--- config.mk ---
export PLATFORM = sky130hd
export DESIGN_NAME = mat_seq_flat
export DESIGN_NICKNAME = d
export VERILOG_FILES = /design/src/rtl/mat_pkg.sv /design/src/rtl/mat_if.sv /design/src/rtl/mat_buf.sv /design/src/rtl/mat_seq.sv /design/src/flat_wrapper.sv
export SDC_FILE = /design/constraint.sdc
export NUM_CORES = 1
export LEC_CHECK = 0
export ABC_AREA = 1
export CORE_MARGIN = 5
export CORE_UTILIZATION = 25
export CTS_CLUSTER_SIZE = 25
export DETAILED_ROUTE_END_ITERATION = 16
export GPL_TIMING_DRIVEN = 0
export PLACE_DENSITY = 0.49
export REMOVE_ABC_BUFFERS = 1
export SLEW_MARGIN = 10
export SYNTH_ARGS = -nofsm -noshare
export SYNTH_HDL_FRONTEND = slang
export SYNTH_HIERARCHICAL = 1
export SYNTH_SLANG_ARGS = --single-unit
--- constraint.sdc ---
create_clock -name clk -period 41.7 [get_ports clk]
set_clock_uncertainty 0.15 [all_clocks]
set_input_delay 10.425 -clock clk [delete_from_list [all_inputs] [get_ports clk]]
set_output_delay 10.425 -clock clk [all_outputs]
set_load 0.05 [all_outputs]
--- src/rtl/mat_pkg.sv ---
// mat_pkg: shared FSM state type and default element width / matrix size for the mat_seq block
package mat_pkg;
  localparam int DW = 32;
  localparam int N = 9;
  typedef enum logic [1:0] {LOAD, KICK, WAIT, DRAIN} state_t;
endpackage

--- src/rtl/mat_if.sv ---
// mat_if: in_* operand load, core_* start/done/operands/result, out_* result drain, busy/err status; master = environment, slave = mat_seq
interface mat_if #(parameter int DW = mat_pkg::DW, parameter int N = mat_pkg::N);
  logic in_valid;
  logic in_ready;
  logic [DW-1:0] in_a;
  logic [DW-1:0] in_b;
  logic core_start;
  logic [N*DW-1:0] core_a;
  logic [N*DW-1:0] core_b;
  logic core_done;
  logic [N*DW-1:0] core_c;
  logic out_valid;
  logic out_ready;
  logic [DW-1:0] out_data;
  logic out_last;
  logic busy;
  logic err;
  modport master (
    output in_valid, in_a, in_b, core_done, core_c, out_ready,
    input in_ready, core_start, core_a, core_b, out_valid, out_data, out_last, busy, err
  );
  modport slave (
    input in_valid, in_a, in_b, core_done, core_c, out_ready,
    output in_ready, core_start, core_a, core_b, out_valid, out_data, out_last, busy, err
  );
endinterface

--- src/rtl/mat_buf.sv ---
// mat_buf: A/B serial write at i_idx (i_we) with packed parallel read o_a/o_b; C parallel write (i_cwe, i_c) with serial read o_c at i_idx
module mat_buf #(
  parameter int DW = mat_pkg::DW,
  parameter int N = mat_pkg::N
) (
  input  logic            clk,
  input  logic            reset,
  input  logic            i_we,
  input  logic [3:0]      i_idx,
  input  logic [DW-1:0]   i_a,
  input  logic [DW-1:0]   i_b,
  output logic [N*DW-1:0] o_a,
  output logic [N*DW-1:0] o_b,
  input  logic            i_cwe,
  input  logic [N*DW-1:0] i_c,
  output logic [DW-1:0]   o_c
);
  logic [N-1:0][DW-1:0] r_a, r_b, r_c;
  always_ff @(posedge clk or posedge reset)
    if (reset) begin
      r_a <= '0;
      r_b <= '0;
      r_c <= '0;
    end else begin
      if (i_we) begin
        r_a[i_idx] <= i_a;
        r_b[i_idx] <= i_b;
      end
      if (i_cwe) r_c <= i_c;
    end
  assign o_a = r_a;
  assign o_b = r_b;
  assign o_c = r_c[i_idx];
endmodule

--- src/rtl/mat_seq.sv ---
// mat_seq: loads N operand pairs, kicks the element-wise core, waits (with timeout -> sticky err) and drains N results; clk, async active-high reset, mat_if.slave m
module mat_seq #(
  parameter int DW = 32,
  parameter int N = 9,
  parameter int TIMEOUT = 64
) (
  input logic clk,
  input logic reset,
  mat_if.slave m
);
  import mat_pkg::*;
  localparam int TW = $clog2(TIMEOUT);
  localparam logic [3:0] LAST = 4'(N - 1);
  localparam logic [TW-1:0] TMAX = TW'(TIMEOUT - 1);
  state_t r_state, w_next;
  logic [3:0] r_idx, w_idx, w_inc;
  logic [TW-1:0] r_timer, w_timer;
  logic r_err, w_to, w_we, w_cwe, w_wrap;
  logic [DW-1:0] w_c;
  mat_buf #(.DW(DW), .N(N)) u_buf (
    .clk(clk),
    .reset(reset),
    .i_we(w_we),
    .i_idx(r_idx),
    .i_a(m.in_a),
    .i_b(m.in_b),
    .o_a(m.core_a),
    .o_b(m.core_b),
    .i_cwe(w_cwe),
    .i_c(m.core_c),
    .o_c(w_c)
  );
  always_ff @(posedge clk or posedge reset)
    if (reset) begin
      r_state <= LOAD;
      r_idx <= '0;
      r_timer <= '0;
      r_err <= 1'b0;
    end else begin
      r_state <= w_next;
      r_idx <= w_idx;
      r_timer <= w_timer;
      r_err <= r_err | w_to;
    end
  always_comb begin
    w_next = r_state;
    w_idx = r_idx;
    w_timer = r_timer;
    w_to = 1'b0;
    w_wrap = r_idx == LAST;
    w_inc = w_wrap ? 4'd0 : r_idx + 4'd1;
    w_we = r_state == LOAD && m.in_valid;
    w_cwe = r_state == WAIT && m.core_done;
    m.in_ready = r_state == LOAD;
    m.core_start = r_state == KICK;
    m.out_valid = r_state == DRAIN;
    m.out_data = w_c;
    m.out_last = r_state == DRAIN && w_wrap;
    m.busy = !(r_state == LOAD && r_idx == '0);
    m.err = r_err;
    unique case (r_state)
      LOAD: if (m.in_valid) begin
        w_idx = w_inc;
        w_next = w_wrap ? KICK : LOAD;
      end
      KICK: begin
        w_timer = '0;
        w_next = WAIT;
      end
      WAIT: if (m.core_done) w_next = DRAIN;
        else if (r_timer == TMAX) begin
          w_to = 1'b1;
          w_idx = '0;
          w_next = LOAD;
        end else w_timer = r_timer + TW'(1);
      DRAIN: if (m.out_ready) begin
        w_idx = w_inc;
        w_next = w_wrap ? LOAD : DRAIN;
      end
      default: w_next = LOAD;
    endcase
  end
endmodule

--- src/flat_wrapper.sv ---
// flat-port wrapper written by rule: the top's interface ports become plain ports
module mat_seq_flat import mat_pkg::*;
#(
  parameter int DW = 32,
  parameter int N = 9,
  parameter int TIMEOUT = 64
)
  (clk, reset, m_in_valid, m_in_a, m_in_b, m_core_done, m_core_c, m_out_ready, m_in_ready, m_core_start, m_core_a, m_core_b, m_out_valid, m_out_data, m_out_last, m_busy, m_err);
  mat_if #(.DW(DW), .N(N)) m_i ();
  input logic clk;
  input logic reset;
  input wire logic [$bits(m_i.in_valid)-1:0] m_in_valid;
  input wire logic [$bits(m_i.in_a)-1:0] m_in_a;
  input wire logic [$bits(m_i.in_b)-1:0] m_in_b;
  input wire logic [$bits(m_i.core_done)-1:0] m_core_done;
  input wire logic [$bits(m_i.core_c)-1:0] m_core_c;
  input wire logic [$bits(m_i.out_ready)-1:0] m_out_ready;
  output wire logic [$bits(m_i.in_ready)-1:0] m_in_ready;
  output wire logic [$bits(m_i.core_start)-1:0] m_core_start;
  output wire logic [$bits(m_i.core_a)-1:0] m_core_a;
  output wire logic [$bits(m_i.core_b)-1:0] m_core_b;
  output wire logic [$bits(m_i.out_valid)-1:0] m_out_valid;
  output wire logic [$bits(m_i.out_data)-1:0] m_out_data;
  output wire logic [$bits(m_i.out_last)-1:0] m_out_last;
  output wire logic [$bits(m_i.busy)-1:0] m_busy;
  output wire logic [$bits(m_i.err)-1:0] m_err;
  assign m_i.in_valid = m_in_valid;
  assign m_i.in_a = m_in_a;
  assign m_i.in_b = m_in_b;
  assign m_i.core_done = m_core_done;
  assign m_i.core_c = m_core_c;
  assign m_i.out_ready = m_out_ready;
  assign m_in_ready = m_i.in_ready;
  assign m_core_start = m_i.core_start;
  assign m_core_a = m_i.core_a;
  assign m_core_b = m_i.core_b;
  assign m_out_valid = m_i.out_valid;
  assign m_out_data = m_i.out_data;
  assign m_out_last = m_i.out_last;
  assign m_busy = m_i.busy;
  assign m_err = m_i.err;
  mat_seq #(.DW(DW), .N(N), .TIMEOUT(TIMEOUT)) u_core (.clk(clk), .reset(reset), .m(m_i));
endmodule
# Word-level counts from Yosys, hierarchy flattened
# Index checks and enable logic that the tools add are counted.
[op_classes] addsub=2 multipliers=0 div_mod_pow=0 order_cmp=2 n_eq_ne=11 shifts=0 muxes=25 n_bitwise=1 reduce_logical=13
[ops] cell="$bwmux 288" count=2
[ops] cell="$bmux 32 s4" count=1
[ops] cell="$demux 32 s4" count=1
[ops] cell="$mux 32" count=2
[ops] cell="$mux 4" count=5
[ops] cell="$mux 6" count=2
[ops] cell="$pmux 4 s3" count=1
[ops] cell="$pmux 6 s2" count=1
[ops] cell="$mux 2" count=5
[ops] cell="$ne 2x2->1 const B" count=5
[ops] cell="$pmux 2 s4" count=1
[ops] cell="$add 6x1->6 const B" count=1
[ops] cell="$eq 6x6->1 const B" count=1
[ops] cell="$reduce_and 3->1" count=2
[ops] cell="$logic_and 1x1->1" count=5
[ops] cell="$lt 4x5->1 const B" count=1
[ops] cell="$reduce_and 5->1" count=1
[ops] cell="$add 4x1->4 const B" count=1
[ops] cell="$eq 2x2->1 const B" count=2
[ops] cell="$eq 4x4->1 const B" count=1
[ops] cell="$ge 4x1->1 const B" count=1
[ops] cell="$logic_not 4->1" count=1
[ops] cell="$mux 1" count=4
[ops] cell="$ne 3x3->1 const B" count=1
[ops] cell="6 further kinds" count=6
[totals] regBits=877 latchBits=0 ram_bits=0 romBits=0 in_bits=357 mem_count=0

# Depth between registers and ports, before layout
# Gate-level depths: netlist of the first run.
[depth] depth_word=5 mapped_depth=12

# Cells and area by module
# Netlist of the first run, hierarchy kept.
[by_module_without_submodules] mod="mat_buf" instances=1 cells_per_inst=3380 area_per_inst_um2=34274.1
[by_module_without_submodules] mod="mat_seq" instances=1 cells_per_inst=130 area_per_inst_um2=949.7

# Worst setup path before layout of the first run
# Ideal clock, no wire load.
[synth_path] path_type="register to output" start="register u_core.r_idx[0]" end="output port m_out_data[15]" arrival_time_ns=1.669 required_time_ns=31.125 setup_slack_ns=29.456 stages_incl_launch_ff=10 path_buffers=3 path_cell_list="dfrtp_1 > buf_4 > buf_2 > clkbuf_1 > nand2_1 > nand2_1 > nand2_1 > nand2_1 > nand2_1 > nand3_1"
[synth_via] elab_chain_len=2
[synth_rtl] element="start, declared" line_no="mat_seq.sv:16" rtl="logic [3:0] r_idx, w_idx, w_inc;"
[synth_rtl] element="start signal, assigned" line_no="mat_seq.sv:41" rtl="r_idx <= w_idx;"
[synth_rtl] element="$bmux 32 s4" line_no="mat_buf.sv:33" rtl="assign o_c = r_c[i_idx];"
[synth_rtl] element="$mux 32 (implied by the code)" line_no="mat_buf.sv:33"
[synth_rtl] element="end, declared" line_no="flat_wrapper.sv:23" rtl="output wire logic [$bits(m_i.out_data)-1:0] m_out_data;"
# Every way passes these cells. The select of a mux whose other input is x is not followed.

# Final worst setup path of the first run
[layout_path] start="register u_core.r_idx[0]" end="output port m_out_data[28]"
# The elaborated chain is that of the path after synthesis.

==> tab_implementation.tex, run 1 <==
\begin{tabular}{lr}
\hline
Metric & Value \\
\hline
\multicolumn{2}{l}{\textbf{Die}} \\
\quad Die area & 148500 µm² \\
\quad Overall die width & 385.4 µm \\
\quad Floorplan row count & roughly 140 \\
\quad Die span in y & $\sim$390 µm \\
\quad Starting Density & $\sim$25\% \\
\quad Ports placed on the boundary & $\sim$1000 \\
\quad Core outline area & approximately 140000 µm² \\
\multicolumn{2}{l}{\textbf{Power}} \\
\quad Sequential share of power & between 20\% and 30\% \\
\quad Fraction of power spent switching nets & a little under half \\
\quad Internal Dissipation & roughly 0.0027 W \\
\quad Combinational share of power & 52.6\% \\
\quad Psw & between 0.002 and 0.0025 W \\
\quad Leak pwr & around 23 nW \\
\quad Max IR drop VDD & approximately 0.00005 V \\
\quad Clock network fraction of total power & around 18\% \\
\quad PwrDens & around 100 nW/µm² \\
\multicolumn{2}{l}{\textbf{Cells and area}} \\
\quad End-of-flow core utilization & 36.60\% \\
\quad Area of all sequential standard cells & 21950 µm² \\
\quad Non-Filler Cell Area, Final & 51130 µm² \\
\quad Nets & 4781 \\
\quad Combined area of the multi-input logic cells & 11940 µm² \\
\quad Final non-filler cell total & 6395 \\
\quad Layout cells sized above 1 & between 10\% and 20\% \\
\quad Count of filler cells inserted in the layout & $\sim$14000 \\
\quad Layout-stage area growth over the synthesis result & 45.17\% \\
\multicolumn{2}{l}{\textbf{Placement}} \\
\quad Cell Count Post-Placement & around 6200 \\
\quad Final RePlAce weighted congestion & 0.8240 \\
\quad Input/output buffers & 970 \\
\quad Post-place instance area & around 48000 µm² \\
\quad Final HPWL from detailed placement & $\sim$100000 µm \\
\multicolumn{2}{l}{\textbf{Timing}} \\
\quad Slew at the pin with the worst max-slew slack & about 1.1 ns \\
\quad Upper clock frequency limit & about 67 MHz \\
\quad Setup violation total in the final timing report & 0 \\
\quad Fin. Hold Viols & 0 \\
\quad Share of the clock period used by the worst path & between 30\% and 40\% \\
\quad Final Slew Violations & 0 \\
\quad Worst hold slack & 0.3328 ns \\
\quad Worst slew slack as a fraction of its limit & between 20\% and 30\% \\
\quad Final period demand of the worst path & around 15 ns \\
\quad RSZ-0062 raised after global routing & no \\
\multicolumn{2}{l}{\textbf{Route}} \\
\quad Length of routed met2 wiring & a little over 70000 µm \\
\quad Drc violations & 0 \\
\quad DR pass1 iterations & 5 \\
\quad Number of vias after detailed routing & approximately 28000 \\
\quad Post-route ant nets & 0 \\
\quad Initial DRC count & between 1500 and 2000 \\
\quad Routed metal-1 wire length & $\sim$57000 µm \\
\quad Post-detailed-route wirelength per cell & 22.24 µm \\
\quad Mean number of vias per cell & between 4 and 5 \\
\quad Met3 WL & 9026 µm \\
\quad Final wirelength & around 140000 µm \\
\quad Top routing layer in use & met5 \\
\multicolumn{2}{l}{\textbf{Clock tree}} \\
\quad Clock transition at the registers of the reported paths & about 0.06 ns \\
\quad Hold buffers post-CTS & 0 \\
\quad Clock Latency Late Sink & 0.70 ns \\
\quad Setup Buffers After CTS & 0 \\
\quad Resized Gates After CTS & 0 \\
\quad Number of CTS-inserted buffers & between 100 and 150 \\
\quad TritonCTS Sinks & between 800 and 900 \\
\quad TritonCTS clock tree & yes \\
\quad Clock root buffer & sky130\_fd\_sc\_hd\_\_clkbuf\_16 \\
\quad Clk buf depth & 3 \\
\quad Max H-tree Level & 3 \\
\multicolumn{2}{l}{\textbf{Status}} \\
\quad Status & completed \\
\multicolumn{2}{l}{\textbf{Synthesis}} \\
\quad Yosys cell types & 27 \\
\quad Proportion of register bits with asynchronous set or reset after synthesis & between 90\% and 100\% \\
\quad Most instantiated flip-flop cell in the synthesis netlist & sky130\_fd\_sc\_hd\_\_dfrtp\_1 \\
\quad Post-Syn Area & between 30000 and 40000 µm² \\
\quad Ranking of synthesized cells by area & sky130\_fd\_sc\_hd\_\_dfrtp\_1, sky130\_fd\_sc\_hd\_\_nand2\_1, sky130\_fd\_sc\_hd\_\_mux2\_2, sky130\_fd\_sc\_hd\_\_a21oi\_1, sky130\_fd\_sc\_hd\_\_o21ai\_1 \\
\quad Most frequently used cell type in the post-synthesis netlist & sky130\_fd\_sc\_hd\_\_nand2\_1 \\
\quad Gate Count Post-Synth & between 3000 and 4000 \\
\quad Ys Warns & 6 \\
\quad Fraction of the yosys area taken by sequential cells & 62.30\% \\
\quad Top-area cell type share of the netlist area & between 60 and 70\% \\
\quad Cell types with the highest counts after synthesis & sky130\_fd\_sc\_hd\_\_nand2\_1, sky130\_fd\_sc\_hd\_\_dfrtp\_1, sky130\_fd\_sc\_hd\_\_mux2\_2 \\
\quad Number of synthesized flops with an enable pin & 0 \\
\quad Register bit total from synthesis & 877 \\
\quad Mean instance size in the synthesized netlist & roughly 10 µm² \\
\quad Largest area contributor in the synthesized netlist & sky130\_fd\_sc\_hd\_\_dfrtp\_1 \\
\multicolumn{2}{l}{\textbf{Critical path}} \\
\quad Worst reg2reg setup slack & 37.90 ns \\
\quad Startpoint type of the worst setup path & register \\
\quad Required time at the worst-slack endpoint & a little over 30 ns \\
\quad Slowest cell on the critical path & sky130\_fd\_sc\_hd\_\_clkdlybuf4s50\_1 \\
\quad Largest fanout on the critical path & 40 \\
\quad Arrival time at the worst endpoint & approximately 4.3 ns \\
\quad Delay of the slowest cell on the worst path & between 0.8 and 0.9 ns \\
\quad Worst setup path category & register to output port \\
\quad Ordered list of cells on the worst path & nor2\_2 -> nand3\_4 -> inv\_2 -> buf\_12 -> nand2\_1 -> nand3\_1 -> clkdlybuf4s50\_1 \\
\quad Capturing element type of the critical path & output port \\
\multicolumn{2}{l}{\textbf{Global route}} \\
\quad Pin count of the biggest net entering global routing & 110 \\
\quad Antenna violations before repair & 33 \\
\quad Total overflow reported by the global router & 0 \\
\quad GRT Resource Usage Total & 18.50\% \\
\quad Number of global-route vias before repair & about 28000 \\
\quad Wire length of the first global-routing pass & just over 200000 µm \\
\multicolumn{2}{l}{\textbf{Hold path}} \\
\quad Type of the most critical hold path & register to register \\
\multicolumn{2}{l}{\textbf{Job}} \\
\quad Max-Cap Viols & 0 \\
\hline
\end{tabular}
cell usage in the layout (no fill, tap or decap), types with 3 or more instances in the layout:
master	count
sky130_fd_sc_hd__a21oi_1	258
sky130_fd_sc_hd__o21ai_1	236
sky130_fd_sc_hd__diode_2	24
sky130_fd_sc_hd__clkinvlp_4	4
sky130_fd_sc_hd__bufinv_16	8
sky130_fd_sc_hd__nand3_1	40
sky130_fd_sc_hd__clkbuf_8	28
sky130_fd_sc_hd__nand4_1	4
sky130_fd_sc_hd__o21ai_0	91
sky130_fd_sc_hd__nor2_1	266
sky130_fd_sc_hd__nand3_4	4
sky130_fd_sc_hd__inv_1	87
sky130_fd_sc_hd__mux2_2	288
sky130_fd_sc_hd__clkinv_2	16
sky130_fd_sc_hd__clkinv_16	4
sky130_fd_sc_hd__buf_16	30
sky130_fd_sc_hd__clkdlybuf4s50_1	970
sky130_fd_sc_hd__ha_1	8
sky130_fd_sc_hd__buf_12	20
sky130_fd_sc_hd__clkbuf_16	102
sky130_fd_sc_hd__nand2_1	1103
sky130_fd_sc_hd__nor2_4	9
sky130_fd_sc_hd__clkbuf_1	16
sky130_fd_sc_hd__nor2_2	3
sky130_fd_sc_hd__inv_8	3
sky130_fd_sc_hd__dfrtp_1	875
sky130_fd_sc_hd__clkinv_4	3
critical path, delay by kind of cell (launching register included):
family / cells / cell delay (ns)
AND/OR/NAND/NOR: 4 / 1.09
buffers and inverters: 3 / 1.71
flip-flops: 1 / 0.72
sequential cells by signal, indices dropped and copies added, names as in the netlist:
register          count
u_core/u_buf/o_a    288
u_core/u_buf/o_b    288
u_core/u_buf/r_c    288
u_core/r_timer        6
u_core/r_idx          4
u_core/r_state        2
u_core/m.err          1
power groups by stage:
stage | Clock, W | Combinational, W | Sequential, W
after floorplan | 0 | 0.000795 | 0.00238
after global placement | 0 | 0.00271 | 0.00152
after detailed placement | 0 | 0.00270 | 0.00149
after CTS | 0.000960 | 0.00271 | 0.00148
after global routing | 0.000994 | 0.00283 | 0.00153
final | 0.000932 | 0.00268 | 0.00148
cell families (layout without fill, tap and decap cells):
group                      count (synthesis)  after routing  share of synthesized area, %
and+or+nand+nor                         1437           1437                         15.74
DFF                                      877            877                         62.30
AOI/OAI and AO/OA                        587            587                         8.358
buffers and inverters                    312           1297                         4.085
muxes                                    288            288                         9.207
adders and majority gates                  8              8                        0.2842
xor gates and xnor gates                   1              1                       0.02487
other                                      0             24                             0
through the flow:
step / total power (W) / setup TNS, ns / worst slack (ns)
CTS: 0.005151 / 0 / 26.55
detailed placement: 0.004194 / 0 / 27.35
global route: 0.005358 / 0 / 26.50
finish: 0.005092 / 0 / 26.84
floorplan: 0.003178 / 0 / 6.845
global placement: 0.004229 / -5171.86 / -6.241
area by class of cell:
class,instances,share of cell area (%)
Inverter,94,0.7439
Antenna cell,24,0.1175
Clock inverter,37,1.020
Sequential cell,877,42.93
Multi-Input combinational cell,2321,23.34
Clock buffer,146,5.863
Timing Repair Buffer,1020,21.39
Tap cell,1876,4.590
routing by layer:
| layer | vias to the layer above | track usage, % |
|---|---|---|
| li1 | 13260 | - |
| met1 | 13560 | 22.47 |
| met2 | 760 | 31.05 |
| met3 | 212 | 4.880 |
| met4 | 6 | 7.852 |
| met5 | - | 0 |
path summary, 6_finish.rpt:
check	start	end	cells after the start
max reg2reg	u_core/r_idx[1]	u_core/u_buf/o_b[188]	12
max in group asynchronous	reset	u_core/u_buf/r_c[125]	6
min in group asynchronous	reset	u_core/u_buf/o_b[171]	2
min	u_core/u_buf/o_a[25]	u_core/u_buf/o_a[25]	2
min reg2reg	u_core/u_buf/o_a[25]	u_core/u_buf/o_a[25]	2
max	u_core/r_idx[0]	m_out_data[28]	7
No activity file was read; power rests on OpenSTA's default activity.
==> run 2: changes to the inputs <==
- PLACE_DENSITY: 0.49 -> 0.51
- clock period: 41.7 -> 13.3 ns (I/O delays scaled with it)
==> run 2 against run 1 <==
Effect of this change:
- global-route usage shrank 0.29 points
- core utilization shrank 0.12 points
- first-iteration DRC count grew 7.0%
- flip-flop and latch count is the same
- register-to-register slack lost 29 ns
- largest cell class unchanged
- largest power group unchanged
==> tab_implementation.tex, run 2 (synthesized netlist as in run 1, its figures left out) <==
\begin{tabular}{lr}
\hline
Metric & Value \\
\hline
\multicolumn{2}{l}{\textbf{Global route}} \\
\quad Pin count of the biggest net entering global routing & 108 (-1.8\%) \\
\quad Wire length of the first global-routing pass & 198800 µm (-1.4\%) \\
\quad GRT Resource Usage Total & 18.21\% (-0.29 points) \\
\quad Antenna violations before repair & 30 (-9.1\%) \\
\quad Number of global-route vias before repair & 27580 (+0.20\%) \\
\quad Total overflow reported by the global router & 0 (unchanged) \\
\multicolumn{2}{l}{\textbf{Critical path}} \\
\quad Capturing element type of the critical path & output port \\
\quad Largest fanout on the critical path & 69 (+73\%) \\
\quad RR Startpoint & u\_core/r\_idx[0] \\
\quad Cell type with the highest occurrence count on the critical path & sky130\_fd\_sc\_hd\_\_nand2\_1 \\
\quad Worst r2r path cells & 11 (-1) \\
\quad Worst setup startpoint & u\_core/r\_idx[0] \\
\quad Slowest cell on the critical path & sky130\_fd\_sc\_hd\_\_clkdlybuf4s50\_1 \\
\quad Startpoint type of the worst setup path & register \\
\quad Arrival time at the worst endpoint & 4.33 ns (+0.04 ns) \\
\quad Ordered list of cells on the worst path & buf\_16 -> inv\_6 -> buf\_16 -> nand2\_1 -> nand2\_1 -> nand2\_1 -> nand2\_1 -> nand2\_1 -> nand3\_1 -> clkdlybuf4s50\_1 \\
\quad Required time at the worst-slack endpoint & 9.82 ns (-21.30 ns) \\
\quad Reg-to-Reg End & u\_core/u\_buf/o\_b[208] \\
\quad Delay of the slowest cell on the worst path & 0.88 ns (+0.04 ns) \\
\quad Worst reg2reg setup slack & 9.27 ns (-28.63 ns) \\
\quad Worst setup path category & register to output port \\
\quad End point of the critical path & m\_out\_data[13] \\
\multicolumn{2}{l}{\textbf{Timing}} \\
\quad Fin. Hold Viols & 0 (unchanged) \\
\quad TNS Setup & 0 ns (unchanged) \\
\quad Setup violation total in the final timing report & 0 (unchanged) \\
\quad RSZ-0062 raised after global routing & no \\
\quad Final Slew Violations & 0 (unchanged) \\
\quad Worst slew slack as a fraction of its limit & 48.47\% (+22 points) \\
\quad Final period demand of the worst path & 7.805 ns \\
\quad Share of the clock period used by the worst path & $\sim$60\% \\
\quad Slew at the pin with the worst max-slew slack & 0.7711 ns (-0.3301 ns) \\
\quad Upper clock frequency limit & 128.1 MHz \\
\multicolumn{2}{l}{\textbf{Die}} \\
\quad Overall die width & 385.4 µm (unchanged) \\
\quad Core outline area & 139700 µm² (unchanged) \\
\quad Die span in y & 385.4 µm (unchanged) \\
\quad Floorplan row count & 137 (unchanged) \\
\quad Die area & 148500 µm² (unchanged) \\
\quad Starting Density & 25.21\% (unchanged) \\
\quad Ports placed on the boundary & 971 (unchanged) \\
\multicolumn{2}{l}{\textbf{Clock tree}} \\
\quad Clock Latency Late Sink & 0.70 ns (about the same) \\
\quad Resized Gates After CTS & 0 (unchanged) \\
\quad Setup Buffers After CTS & 0 (unchanged) \\
\quad Clk buf depth & 3 (unchanged) \\
\quad Number of CTS-inserted buffers & 102 (unchanged) \\
\quad Hold buffers post-CTS & 0 (unchanged) \\
\quad Clock transition at the registers of the reported paths & 0.06 ns (about the same) \\
\quad Max H-tree Level & 3 (unchanged) \\
\quad Clock root buffer & sky130\_fd\_sc\_hd\_\_clkbuf\_16 \\
\quad TritonCTS clock tree & yes \\
\quad TritonCTS Sinks & 877 (unchanged) \\
\multicolumn{2}{l}{\textbf{Cells and area}} \\
\quad End-of-flow core utilization & 36.48\% (-0.12 points) \\
\quad Nets & 4782 (+0.021\%) \\
\quad Layout cells sized above 1 & 11.85\% (-0.094 points) \\
\quad Most common cell after layout, fill and taps aside & sky130\_fd\_sc\_hd\_\_nand2\_1 \\
\quad Count of filler cells inserted in the layout & 14080 (+0.078\%) \\
\quad Non-Filler Cell Area, Final & 50970 µm² (-0.32\%) \\
\quad Layout-stage area growth over the synthesis result & 44.70\% \\
\quad Commonest cells after routing, fill and taps aside & sky130\_fd\_sc\_hd\_\_nand2\_1, sky130\_fd\_sc\_hd\_\_clkdlybuf4s50\_1, sky130\_fd\_sc\_hd\_\_dfrtp\_1 \\
\multicolumn{2}{l}{\textbf{Route}} \\
\quad Drc violations & 0 (unchanged) \\
\quad Length of routed met2 wiring & 68810 µm (-3.0\%) \\
\quad Final wirelength & 139900 µm (-1.7\%) \\
\quad Routed metal-1 wire length & 56130 µm (-1.1\%) \\
\quad Top routing layer in use & met5 \\
\quad Initial DRC count & 1811 (+7.0\%) \\
\quad Number of vias after detailed routing & 27810 (+0.083\%) \\
\quad Post-detailed-route wirelength per cell & 21.87 µm (-1.7\%) \\
\quad Met3 WL & 9993 µm (+11\%) \\
\quad DR pass1 iterations & 5 (unchanged) \\
\quad Post-route ant nets & 0 (unchanged) \\
\quad Mean number of vias per cell & 4.348 (about the same) \\
\multicolumn{2}{l}{\textbf{Power}} \\
\quad Max IR drop VDD & 0.0002063 V (+310\%) \\
\quad PwrDens & 310.2 nW/µm² (+210\%) \\
\quad Leak pwr & 22.90 nW (-0.26\%) \\
\multicolumn{2}{l}{\textbf{Status}} \\
\quad Status & completed \\
\multicolumn{2}{l}{\textbf{Placement}} \\
\quad Final RePlAce weighted congestion & 0.8020 (-2.7\%) \\
\quad Input/output buffers & 970 (unchanged) \\
\quad Final HPWL from detailed placement & 101100 µm (-1.2\%) \\
\quad Post-place instance area & 47580 µm² (about the same) \\
\multicolumn{2}{l}{\textbf{Job}} \\
\quad Max-Cap Viols & 0 (unchanged) \\
\multicolumn{2}{l}{\textbf{Hold path}} \\
\quad Type of the most critical hold path & register to register \\
\hline
\end{tabular}
run 2: changes by cell type in the layout (fill, tap and decap cells not counted):
cell	before	now
sky130_fd_sc_hd__buf_16	30	31
sky130_fd_sc_hd__bufinv_16	8	2
sky130_fd_sc_hd__clkbuf_1	16	22
sky130_fd_sc_hd__clkbuf_8	28	26
sky130_fd_sc_hd__clkinv_16	4	3
sky130_fd_sc_hd__clkinv_2	16	22
sky130_fd_sc_hd__clkinv_4	3	0
sky130_fd_sc_hd__clkinv_8	1	0
sky130_fd_sc_hd__clkinvlp_4	4	2
sky130_fd_sc_hd__diode_2	24	23
sky130_fd_sc_hd__inv_16	0	2
sky130_fd_sc_hd__inv_6	1	4
sky130_fd_sc_hd__inv_8	3	2
run 2: how the worst min path moves through the flow:
| stage | start | endpoint | cells after the start |
|---|---|---|---|
| floorplan | u_core/u_buf/r_c[119] | u_core/u_buf/r_c[119] | 1 |
| global placement | u_core/m.err | u_core/m.err | 1 |
| detailed placement | u_core/m.err | u_core/m.err | 1 |
| CTS | u_core/m.err | u_core/m.err | 1 |
| global route | u_core/m.err | u_core/m.err | 1 |
| finish | u_core/m.err | u_core/m.err | 1 |
run 2: cell type report:
| cell class | instances | area, µm² | share of cell area (%) |
|---|---|---|---|
| antenna | 23 | 57.56 | 0.1129 |
| clock buffer | 150 | 2993 | 5.872 |
| clock inverter | 34 | 341.6 | 0.6702 |
| inverter | 94 | 377.9 | 0.7413 |
| multi-input combinational | 2321 | 11940 | 23.42 |
| sequential | 877 | 21950 | 43.07 |
| tap | 1876 | 2347 | 4.605 |
| timing repair buffer | 1021 | 10960 | 21.51 |
run 2: per-stage QoR:
stage | hold WS, ns | cells | power (W) | worst slack [ns]
after detailed placement | 0.3126 | 6189 | 0.01313 | 6.151
after global routing | 0.3446 | 6393 | 0.01666 | 5.295
after global placement | 0.3050 | 6138 | 0.01323 | -27.36
final | 0.3174 | 6396 | 0.01581 | 5.495
after floorplan | 0.3309 | 3292 | 0.009965 | -14.46
after CTS | 0.3252 | 6373 | 0.01600 | 5.336
run 2: critical path, delay by kind of cell, from the launching register on:
kind,cells,cell delay (ns)
flops,1,0.75
buf+inv,4,2.01
simple gates,6,0.65
run 2: power by group:
group	switching [W]	internal (W)	leakage, nW
sequential	0.000706	0.00394	10.9
combinational	0.00562	0.00275	10.4
clock	0.00119	0.00160	1.65
total	0.00751	0.00830	22.9
run 2: layer usage:
layer  vias to the layer above  global-route usage [%]
met1                     13580                   22.17
met5                         -                       0
met3                       196                   5.384
met2                       768                   30.26
met4                        10                   7.357
li1                      13260                       -
==> run 3: changes to the inputs <==
- PLACE_DENSITY: 0.51 -> 0.49
- clock period: 13.3 -> 7.2 ns (I/O delays scaled with it)
==> results of run 3 <==
The final DEF is identical to that of run 1. Status: completed.
Among the figures that moved: setup slack after placement 27.35 ns -> 1.474 ns; setup slack after layout 26.84 ns -> 0.9646 ns; register-to-register setup slack 37.90 ns -> 3.40 ns; total power 0.005092 W -> 0.02949 W; worst IR drop on VDD 0.00004999 V -> 0.0002895 V
